<file path="src/rtl/muldiv_pkg.sv">
// Shared definitions for the HI/LO multiply/divide unit: op codes, FSM states and
// helpers that classify ops and form the 64-bit product.
package muldiv_pkg;

  typedef enum logic [3:0] {
    OpNone  = 4'd0,
    OpMult  = 4'd1,
    OpMultu = 4'd2,
    OpDiv   = 4'd3,
    OpDivu  = 4'd4,
    OpMthi  = 4'd5,
    OpMtlo  = 4'd6,
    OpMadd  = 4'd7,
    OpMaddu = 4'd8,
    OpMsub  = 4'd9,
    OpMsubu = 4'd10
  } op_e;

  typedef enum logic [2:0] {
    StIdle = 3'd0,
    StMul  = 3'd1,
    StDiv  = 3'd2,
    StAcc  = 3'd3,
    StDone = 3'd4
  } state_e;

  function automatic logic is_mul(logic [3:0] op);
    return (op == OpMult) || (op == OpMultu);
  endfunction

  function automatic logic is_div(logic [3:0] op);
    return (op == OpDiv) || (op == OpDivu);
  endfunction

  function automatic logic is_acc(logic [3:0] op);
    return (op == OpMadd) || (op == OpMaddu) || (op == OpMsub) || (op == OpMsubu);
  endfunction

  function automatic logic is_msub(logic [3:0] op);
    return (op == OpMsub) || (op == OpMsubu);
  endfunction

  function automatic logic is_signed_mul(logic [3:0] op);
    return (op == OpMult) || (op == OpMadd) || (op == OpMsub);
  endfunction

  // Sign- or zero-extend to 64 bits; the low 64 bits of the product are exact either way.
  function automatic logic [63:0] mul64(logic [31:0] a, logic [31:0] b, logic sgn);
    logic [63:0] ea;
    logic [63:0] eb;
    ea = {{32{sgn & a[31]}}, a};
    eb = {{32{sgn & b[31]}}, b};
    return ea * eb;
  endfunction

endpackage

</file>
<file path="src/rtl/muldiv_scheduler_if.sv">
// Request/result bundle between the EX stage (master) and the HI/LO unit (slave).
interface muldiv_scheduler_if;
  logic        start;
  logic [3:0]  op;
  logic [31:0] src_a;
  logic [31:0] src_b;
  logic        flush;
  logic        stall;
  logic        done;
  logic        busy;
  logic [31:0] hi;
  logic [31:0] lo;

  modport master (
    output start, op, src_a, src_b, flush,
    input  stall, done, busy, hi, lo
  );

  modport slave (
    input  start, op, src_a, src_b, flush,
    output stall, done, busy, hi, lo
  );
endinterface

</file>
<file path="src/rtl/muldiv_div_core.sv">
// 32-bit unsigned restoring divider, one iteration per enabled cycle. Outputs show the
// quotient/remainder including the step taken this cycle when en_i is high.
module muldiv_div_core (
  input  logic        clk,
  input  logic        rst,
  input  logic        load_i,
  input  logic        en_i,
  input  logic [31:0] dividend_i,
  input  logic [31:0] divisor_i,
  output logic [31:0] quotient_o,
  output logic [31:0] remainder_o
);

  logic [31:0] quo_q, quo_d;
  logic [31:0] rem_q, rem_d;
  logic [31:0] dvs_q, dvs_d;
  logic [32:0] rem_shift;
  logic [32:0] diff;
  logic [31:0] quo_step;
  logic [31:0] rem_step;

  always_comb begin
    rem_shift = {rem_q, quo_q[31]};
    diff      = rem_shift - {1'b0, dvs_q};
    // Non-negative difference means the divisor fits: keep it and set the quotient bit.
    quo_step  = {quo_q[30:0], ~diff[32]};
    rem_step  = diff[32] ? rem_shift[31:0] : diff[31:0];
  end

  always_comb begin
    quo_d = quo_q;
    rem_d = rem_q;
    dvs_d = dvs_q;
    if (load_i) begin
      quo_d = dividend_i;
      rem_d = '0;
      dvs_d = divisor_i;
    end else if (en_i) begin
      quo_d = quo_step;
      rem_d = rem_step;
    end
  end

  always_ff @(posedge clk) begin
    if (rst) begin
      quo_q <= '0;
      rem_q <= '0;
      dvs_q <= '0;
    end else begin
      quo_q <= quo_d;
      rem_q <= rem_d;
      dvs_q <= dvs_d;
    end
  end

  assign quotient_o  = en_i ? quo_step : quo_q;
  assign remainder_o = en_i ? rem_step : rem_q;

endmodule

</file>
<file path="src/rtl/muldiv_scheduler.sv">
// HI/LO unit for the EX stage: sequences a fixed-latency multiplier and an iterative
// divider, owns HI/LO. Define MULDIV_ACC_EN to add MADD/MADDU/MSUB/MSUBU.
module muldiv_scheduler
  import muldiv_pkg::*;
#(
  parameter int unsigned MUL_CYCLES = 3,
  parameter int unsigned DIV_ITERS  = 32
) (
  input logic              clk,
  input logic              rst,
  muldiv_scheduler_if.slave bus
);

  state_e      state_q, state_d;
  logic [5:0]  cnt_q, cnt_d;
  logic [31:0] a_q, a_d;
  logic [31:0] b_q, b_d;
  logic [3:0]  op_q, op_d;
  logic        q_neg_q, q_neg_d;
  logic        r_neg_q, r_neg_d;
  logic [31:0] hi_q, hi_d;
  logic [31:0] lo_q, lo_d;

  logic        mul_req;
  logic        div_req;
  logic        div_load;
  logic        div_en;
  logic [31:0] div_dividend;
  logic [31:0] div_divisor;
  logic [31:0] div_quo;
  logic [31:0] div_rem;
  logic [63:0] prod;

`ifdef MULDIV_ACC_EN
  assign mul_req = is_mul(bus.op) || is_acc(bus.op);
`else
  assign mul_req = is_mul(bus.op);
`endif
  assign div_req = is_div(bus.op);
  assign prod    = mul64(a_q, b_q, is_signed_mul(op_q));

  // Divider works on magnitudes; signs are restored when the result is committed.
  always_comb begin
    div_dividend = bus.src_a;
    div_divisor  = bus.src_b;
    if (bus.op == OpDiv) begin
      if (bus.src_a[31]) div_dividend = -bus.src_a;
      if (bus.src_b[31]) div_divisor  = -bus.src_b;
    end
  end

  muldiv_div_core u_div_core (
    .clk         (clk),
    .rst         (rst),
    .load_i      (div_load),
    .en_i        (div_en),
    .dividend_i  (div_dividend),
    .divisor_i   (div_divisor),
    .quotient_o  (div_quo),
    .remainder_o (div_rem)
  );

  always_ff @(posedge clk) begin
    if (rst) begin
      state_q <= StIdle;
      cnt_q   <= '0;
      a_q     <= '0;
      b_q     <= '0;
      op_q    <= OpNone;
      q_neg_q <= 1'b0;
      r_neg_q <= 1'b0;
      hi_q    <= '0;
      lo_q    <= '0;
    end else begin
      state_q <= state_d;
      cnt_q   <= cnt_d;
      a_q     <= a_d;
      b_q     <= b_d;
      op_q    <= op_d;
      q_neg_q <= q_neg_d;
      r_neg_q <= r_neg_d;
      hi_q    <= hi_d;
      lo_q    <= lo_d;
    end
  end

  always_comb begin
    state_d  = state_q;
    cnt_d    = cnt_q;
    a_d      = a_q;
    b_d      = b_q;
    op_d     = op_q;
    q_neg_d  = q_neg_q;
    r_neg_d  = r_neg_q;
    hi_d     = hi_q;
    lo_d     = lo_q;
    div_load = 1'b0;
    div_en   = 1'b0;
    unique case (state_q)
      StIdle: begin
        if (bus.start && !bus.flush) begin
          if (mul_req) begin
            a_d     = bus.src_a;
            b_d     = bus.src_b;
            op_d    = bus.op;
            cnt_d   = 6'(MUL_CYCLES - 1);
            state_d = StMul;
          end else if (div_req) begin
            if (bus.src_b == '0) begin
              lo_d    = '1;
              hi_d    = bus.src_a;
              state_d = StDone;
            end else begin
              div_load = 1'b1;
              q_neg_d  = (bus.op == OpDiv) && (bus.src_a[31] ^ bus.src_b[31]);
              r_neg_d  = (bus.op == OpDiv) && bus.src_a[31];
              cnt_d    = 6'(DIV_ITERS - 1);
              state_d  = StDiv;
            end
          end else if (bus.op == OpMthi) begin
            hi_d = bus.src_a;
          end else if (bus.op == OpMtlo) begin
            lo_d = bus.src_a;
          end
        end
      end
      StMul: begin
        if (bus.flush) begin
          cnt_d   = '0;
          state_d = StIdle;
        end else if (cnt_q == '0) begin
          {hi_d, lo_d} = prod;
          state_d      = StDone;
`ifdef MULDIV_ACC_EN
          if (is_acc(op_q)) begin
            hi_d    = hi_q;
            lo_d    = lo_q;
            state_d = StAcc;
          end
`endif
        end else begin
          cnt_d = cnt_q - 6'd1;
        end
      end
      StDiv: begin
        if (bus.flush) begin
          cnt_d   = '0;
          state_d = StIdle;
        end else begin
          div_en = 1'b1;
          if (cnt_q == '0) begin
            lo_d    = q_neg_q ? -div_quo : div_quo;
            hi_d    = r_neg_q ? -div_rem : div_rem;
            state_d = StDone;
          end else begin
            cnt_d = cnt_q - 6'd1;
          end
        end
      end
`ifdef MULDIV_ACC_EN
      StAcc: begin
        if (bus.flush) begin
          state_d = StIdle;
        end else begin
          {hi_d, lo_d} = is_msub(op_q) ? {hi_q, lo_q} - prod : {hi_q, lo_q} + prod;
          state_d      = StDone;
        end
      end
`endif
      StDone: begin
        state_d = StIdle;
      end
      default: begin
        state_d = StIdle;
      end
    endcase
  end

  // Stall covers the request cycle itself so the hazard unit freezes EX immediately.
  always_comb begin
    bus.busy  = (state_q != StIdle);
    bus.done  = (state_q == StDone);
    bus.stall = 1'b0;
    if (!bus.flush) begin
      if (state_q == StMul || state_q == StDiv || state_q == StAcc) begin
        bus.stall = 1'b1;
      end else if (state_q == StIdle && bus.start && (mul_req || div_req)) begin
        bus.stall = 1'b1;
      end
    end
  end

  assign bus.hi = hi_q;
  assign bus.lo = lo_q;

endmodule

</file>
<file path="src/flat_wrapper.sv">
// flat-port wrapper written by rule: the top's interface ports become plain ports
module muldiv_scheduler_flat import muldiv_pkg::*;
#(
  parameter int unsigned MUL_CYCLES = 3,
  parameter int unsigned DIV_ITERS  = 32
)
  (clk, rst, bus_start, bus_op, bus_src_a, bus_src_b, bus_flush, bus_stall, bus_done, bus_busy, bus_hi, bus_lo);
  muldiv_scheduler_if bus_i ();
  input logic clk;
  input logic rst;
  input wire logic [$bits(bus_i.start)-1:0] bus_start;
  input wire logic [$bits(bus_i.op)-1:0] bus_op;
  input wire logic [$bits(bus_i.src_a)-1:0] bus_src_a;
  input wire logic [$bits(bus_i.src_b)-1:0] bus_src_b;
  input wire logic [$bits(bus_i.flush)-1:0] bus_flush;
  output wire logic [$bits(bus_i.stall)-1:0] bus_stall;
  output wire logic [$bits(bus_i.done)-1:0] bus_done;
  output wire logic [$bits(bus_i.busy)-1:0] bus_busy;
  output wire logic [$bits(bus_i.hi)-1:0] bus_hi;
  output wire logic [$bits(bus_i.lo)-1:0] bus_lo;
  assign bus_i.start = bus_start;
  assign bus_i.op = bus_op;
  assign bus_i.src_a = bus_src_a;
  assign bus_i.src_b = bus_src_b;
  assign bus_i.flush = bus_flush;
  assign bus_stall = bus_i.stall;
  assign bus_done = bus_i.done;
  assign bus_busy = bus_i.busy;
  assign bus_hi = bus_i.hi;
  assign bus_lo = bus_i.lo;
  muldiv_scheduler #(.MUL_CYCLES(MUL_CYCLES), .DIV_ITERS(DIV_ITERS)) u_core (.clk(clk), .rst(rst), .bus(bus_i));
endmodule
</file>
<file path="config.mk">
export PLATFORM = sky130hd
export DESIGN_NAME = muldiv_scheduler_flat
export DESIGN_NICKNAME = d
export VERILOG_FILES = /design/src/rtl/muldiv_pkg.sv /design/src/rtl/muldiv_scheduler_if.sv /design/src/rtl/muldiv_div_core.sv /design/src/rtl/muldiv_scheduler.sv /design/src/flat_wrapper.sv
export SDC_FILE = /design/constraint.sdc
export NUM_CORES = 2
export LEC_CHECK = 0
export ABC_AREA = 1
export CAP_MARGIN = 5
export CELL_PAD_IN_SITES_DETAIL_PLACEMENT = 1
export CELL_PAD_IN_SITES_GLOBAL_PLACEMENT = 2
export CORE_UTILIZATION = 42
export CTS_CLUSTER_SIZE = 16
export DETAILED_ROUTE_END_ITERATION = 8
export PLACE_DENSITY_LB_ADDON = 0.1
export SETUP_SLACK_MARGIN = 0.3
export SLEW_MARGIN = 20
export SYNTH_ARGS = -nofsm -noshare
export SYNTH_HDL_FRONTEND = slang
export SYNTH_SLANG_ARGS = --single-unit
</file>
<file path="constraint.sdc">
create_clock -name clk -period 12.9 [get_ports clk]
set_input_delay 2.58 -clock clk [delete_from_list [all_inputs] [get_ports clk]]
set_output_delay 2.58 -clock clk [all_outputs]
set_load 0.1 [all_outputs]
</file>
==> key figures <==
Outcome
  • Status: finished, final reports clean

Global route
  • Largest net degree at the start of global routing: 106
  • GRT overflow: 0
  • First-pass GRT wire length: 315,200 um
  • Antenna violations before repair: 9
  • Vias in the first global route: 51,750
  • GRT Total Usage: 31.26%

Placement
  • Pre-CTS WS: 3814 ps
  • Post-DP HPWL: 166,200 um
  • Placed Cells: 9,013
  • RePlAce Congestion: 0.9377
  • Buffers on Ports: 138

Synth
  • Post-synthesis cell type count: 60
  • Synthesized instance count: 7,416
  • Predominant post-synthesis flop cell: dfxtp_1
  • Post-synth EDFFs: 0
  • Cell taking the most area after synthesis: fa_1
  • Syn avg cell area: 7.436 um^2
  • Sequential area share after synthesis: 8.677%
  • Mapped Area: 55,140 um^2
  • Ys async rst share: 0%
  • Flops & latches, synth: 239
  • Syn nets: 8,864
  • Yosys warns: 0
  • Synth top area cells: fa_1 (41%), inv_1 (13%), nand2_1 (12%), dfxtp_1 (8.7%), ha_1 (5.7%)
  • Top cell type's share of synthesized area: 40.88%

Timing
  • Max Fclk: 108.7 MHz
  • Final worst path period need: 9198 ps
  • Final period util: 71.30%
  • Endpoints failing setup: 0
  • Setup repair after global routing missed its margin: false
  • Final hold vios: 0
  • Worst Skew: 25.24 ps
  • Setup ws final: 3702 ps
  • Relative slew slack: 21.41%
  • Final Max Tran Viols: 0
  • Slew @ Worst Pin: 1175 ps
  • Final setup TNS: 0 ps

Setup path
  • Worst path arrival time: 9690 ps
  • CP Capture Type: flip-flop
  • CP max-delay cell: fa_1
  • Startpoint types: flip-flop
  • R2R Setup Slk: 3700 ps
  • Delay-heaviest family, CP: adder cells
  • Reg2reg start: u_core.b_q[6]
  • WP buf/inv: 8
  • Largest fanout on the critical path: 32
  • Reg2reg path depth: 29
  • Worst setup path endpoint: u_core.bus.hi[25]
  • CP Depth: 29
  • Max incr delay on CP: 910 ps
  • Crit path launch: u_core.b_q[6]
  • Worst R2R End: u_core.bus.hi[25]
  • Worst path most repeated cell: fa_1
  • Crit path required time: 13,390 ps
  • Crit Path Class: flip-flop to flip-flop

Clock network
  • Sink Count: 239
  • CTS Buf Count: 27
  • Reg clk slew, reported paths: 70 ps
  • Post-CTS Hold Buffers: 0
  • CTS H-tree lvls: 1
  • Post-cts resize count: 0
  • Post-CTS Setup Bufs: 0
  • Clk root buf: clkbuf_16
  • CTS tree: done
  • Clock Tree Buf Depth: 3
  • Clock Latency Late Sink: 620 ps

Detailed routing
  • 1st-iter DRT viols: 2,839
  • Met2 wire length: 99,520 um
  • Remaining antenna violation count: 0
  • Avg Vias per Cell: 5.226
  • Wl on met1: 89,860 um
  • Top routing layer in use: met4
  • Met3 WL: 6892 um
  • Final WL: 203,000 um
  • Routed WL per cell: 22.39 um
  • DR pass1 iterations: 6
  • Post-route DRC: 0
  • DR vias: 47,390

Power and ir drop
  • Psw: 0.9551 mW
  • Int Power: 1.457 mW
  • Clock share of power: 37.0%
  • Pwr/cell area: 40.95 nW/um^2
  • P_leak: 29.41 nW
  • Sequential share of power: 32.3%
  • Logic pwr share: 30.7%
  • Sw Ratio: 39.59%
  • Worst IR Drop VDD: 0.09844 mV

Hold path
  • Min-delay worst type: flip-flop to flip-flop

Cells and area
  • Leading cell type in the layout, fill and taps excluded: inv_1
  • Fillcell total: 16,390
  • FF+latch area: 4785 um^2
  • Layout area overhead: 6.843%
  • Most frequent cells in the layout: inv_1 (1,877), nand2_1 (1,739), fa_1 (1,125), nor2_1 (446), o21ai_0 (330)
  • Layout cell share with drive strength beyond 1: 4.275%
  • Total Nets Final: 8,748
  • Multi-input logic area: 41,720 um^2
  • Finished Layout Cells: 9,068
  • Final Util: 45.39%

Die
  • Rows: 132
  • Starting density of the core: 42.48%
  • Top Ports: 139
  • Chip Height: 364.3 um
  • Die Span X: 364.3 um
  • Core area: 129,800 um^2
  • Die area: 132,700 um^2

Run
  • Max-Cap Viols: 0
## how the worst min path moves through the flow
stage / from / to / slack [ps] / depth (start not counted)
after floorplan: u_core.op_q[2] / u_core.op_q[2] / 440 / 2
after global placement: u_core.op_q[2] / u_core.op_q[2] / 460 / 2
after detailed placement: u_core.op_q[2] / u_core.op_q[2] / 470 / 2
after CTS: u_core.op_q[2] / u_core.op_q[2] / 480 / 2
after global routing: u_core.op_q[2] / u_core.op_q[2] / 500 / 2
final: u_core.op_q[2] / u_core.op_q[2] / 480 / 2
## per-layer routing
layer | up-vias | global-route usage [%]
li1 | 21410 | -
met1 | 24780 | 42.20
met2 | 942 | 54.11
met3 | 256 | 1.937
met4 | 0 | 8.815
met5 | - | 0
## metrics by stage
stage / total power [mW] / instance area, um^2 / hold WS [ps]
floorplan: 1.271 / 55140 / 441.7
global placement: 1.518 / 57930 / 459.7
detailed placement: 1.528 / 57930 / 468.5
CTS: 2.417 / 58900 / 479.2
finish: 2.412 / 58920 / 477.1
global route: 2.515 / 58910 / 501.9
## worst reg2reg max path, delay by kind of cell, from the launching register on
kind,cells,cell delay [ps]
AO/OA/AOI/OAI,4,470
adder cells (fa/ha/maj),9,4860
buffers and inverters,8,1590
flip-flops,1,330
AND/OR/NAND/NOR,8,1860
## synth_stat cells (4+ instances only)
library cell	n
nor3_1	40
buf_1	5
buf_2	18
o221ai_1	9
xnor2_1	33
nand2_2	38
xor2_1	64
nand2_1	1739
nand3_2	20
o211ai_1	15
nor2_1	446
clkbuf_1	345
nand4_1	37
a41oi_1	16
a21o_1	12
a211oi_1	6
a21oi_1	291
nor2_4	4
a31oi_1	21
buf_6	5
o21bai_1	11
nor2_2	18
or2_2	45
o21a_1	13
inv_2	26
nand3_1	205
ha_1	250
nand3b_1	17
a21oi_2	5
o31ai_1	4
fa_1	1126
o21ai_1	30
nor4_1	9
o21ai_0	331
and3_1	5
inv_1	1879
dfxtp_1	239
## cells by family after synthesis
logic type | share of synthesized area [%]
AND/OR/NAND/NOR | 19.78
buffers and inverters | 15.69
adder cells (fa/ha/maj) | 46.55
AO/OA/AOI/OAI | 7.760
flip-flops | 8.677
XOR/XNOR | 1.541
## area by class of cell
cell class	instances	area share, %
Inverter	1906	12.15
Antenna cell	5	0.02124
Timing Repair Buffer	232	3.544
Clock inverter	12	0.3292
Tap cell	1742	3.699
Sequential cell	239	8.121
Clock buffer	38	1.319
Multi-Input combinational cell	4894	70.81
## flip-flops by register name, indices dropped and copies added, names as in the netlist
signal	flops
u_core.u_div_core.rem_q	32
u_core.b_q	32
u_core.a_q	32
u_core.r_neg_q	1
u_core.q_neg_q	1
u_core.bus.hi	32
u_core.bus.lo	32
u_core.u_div_core.dvs_q	32
u_core.state_q	3
u_core.u_div_core.quo_q	32
u_core.op_q	4
u_core.cnt_q	6
## power by group through the flow
stage	clock [mW]	sequential, mW	combinational, mW
3_5_place_dp	0	0.795	0.733
4_1_cts	0.901	0.778	0.738
5_1_grt	0.929	0.779	0.808
2_1_floorplan	0	0.848	0.423
3_3_place_gp	0	0.794	0.723
6_report	0.893	0.778	0.741
No activity file was read; power rests on OpenSTA's default activity.
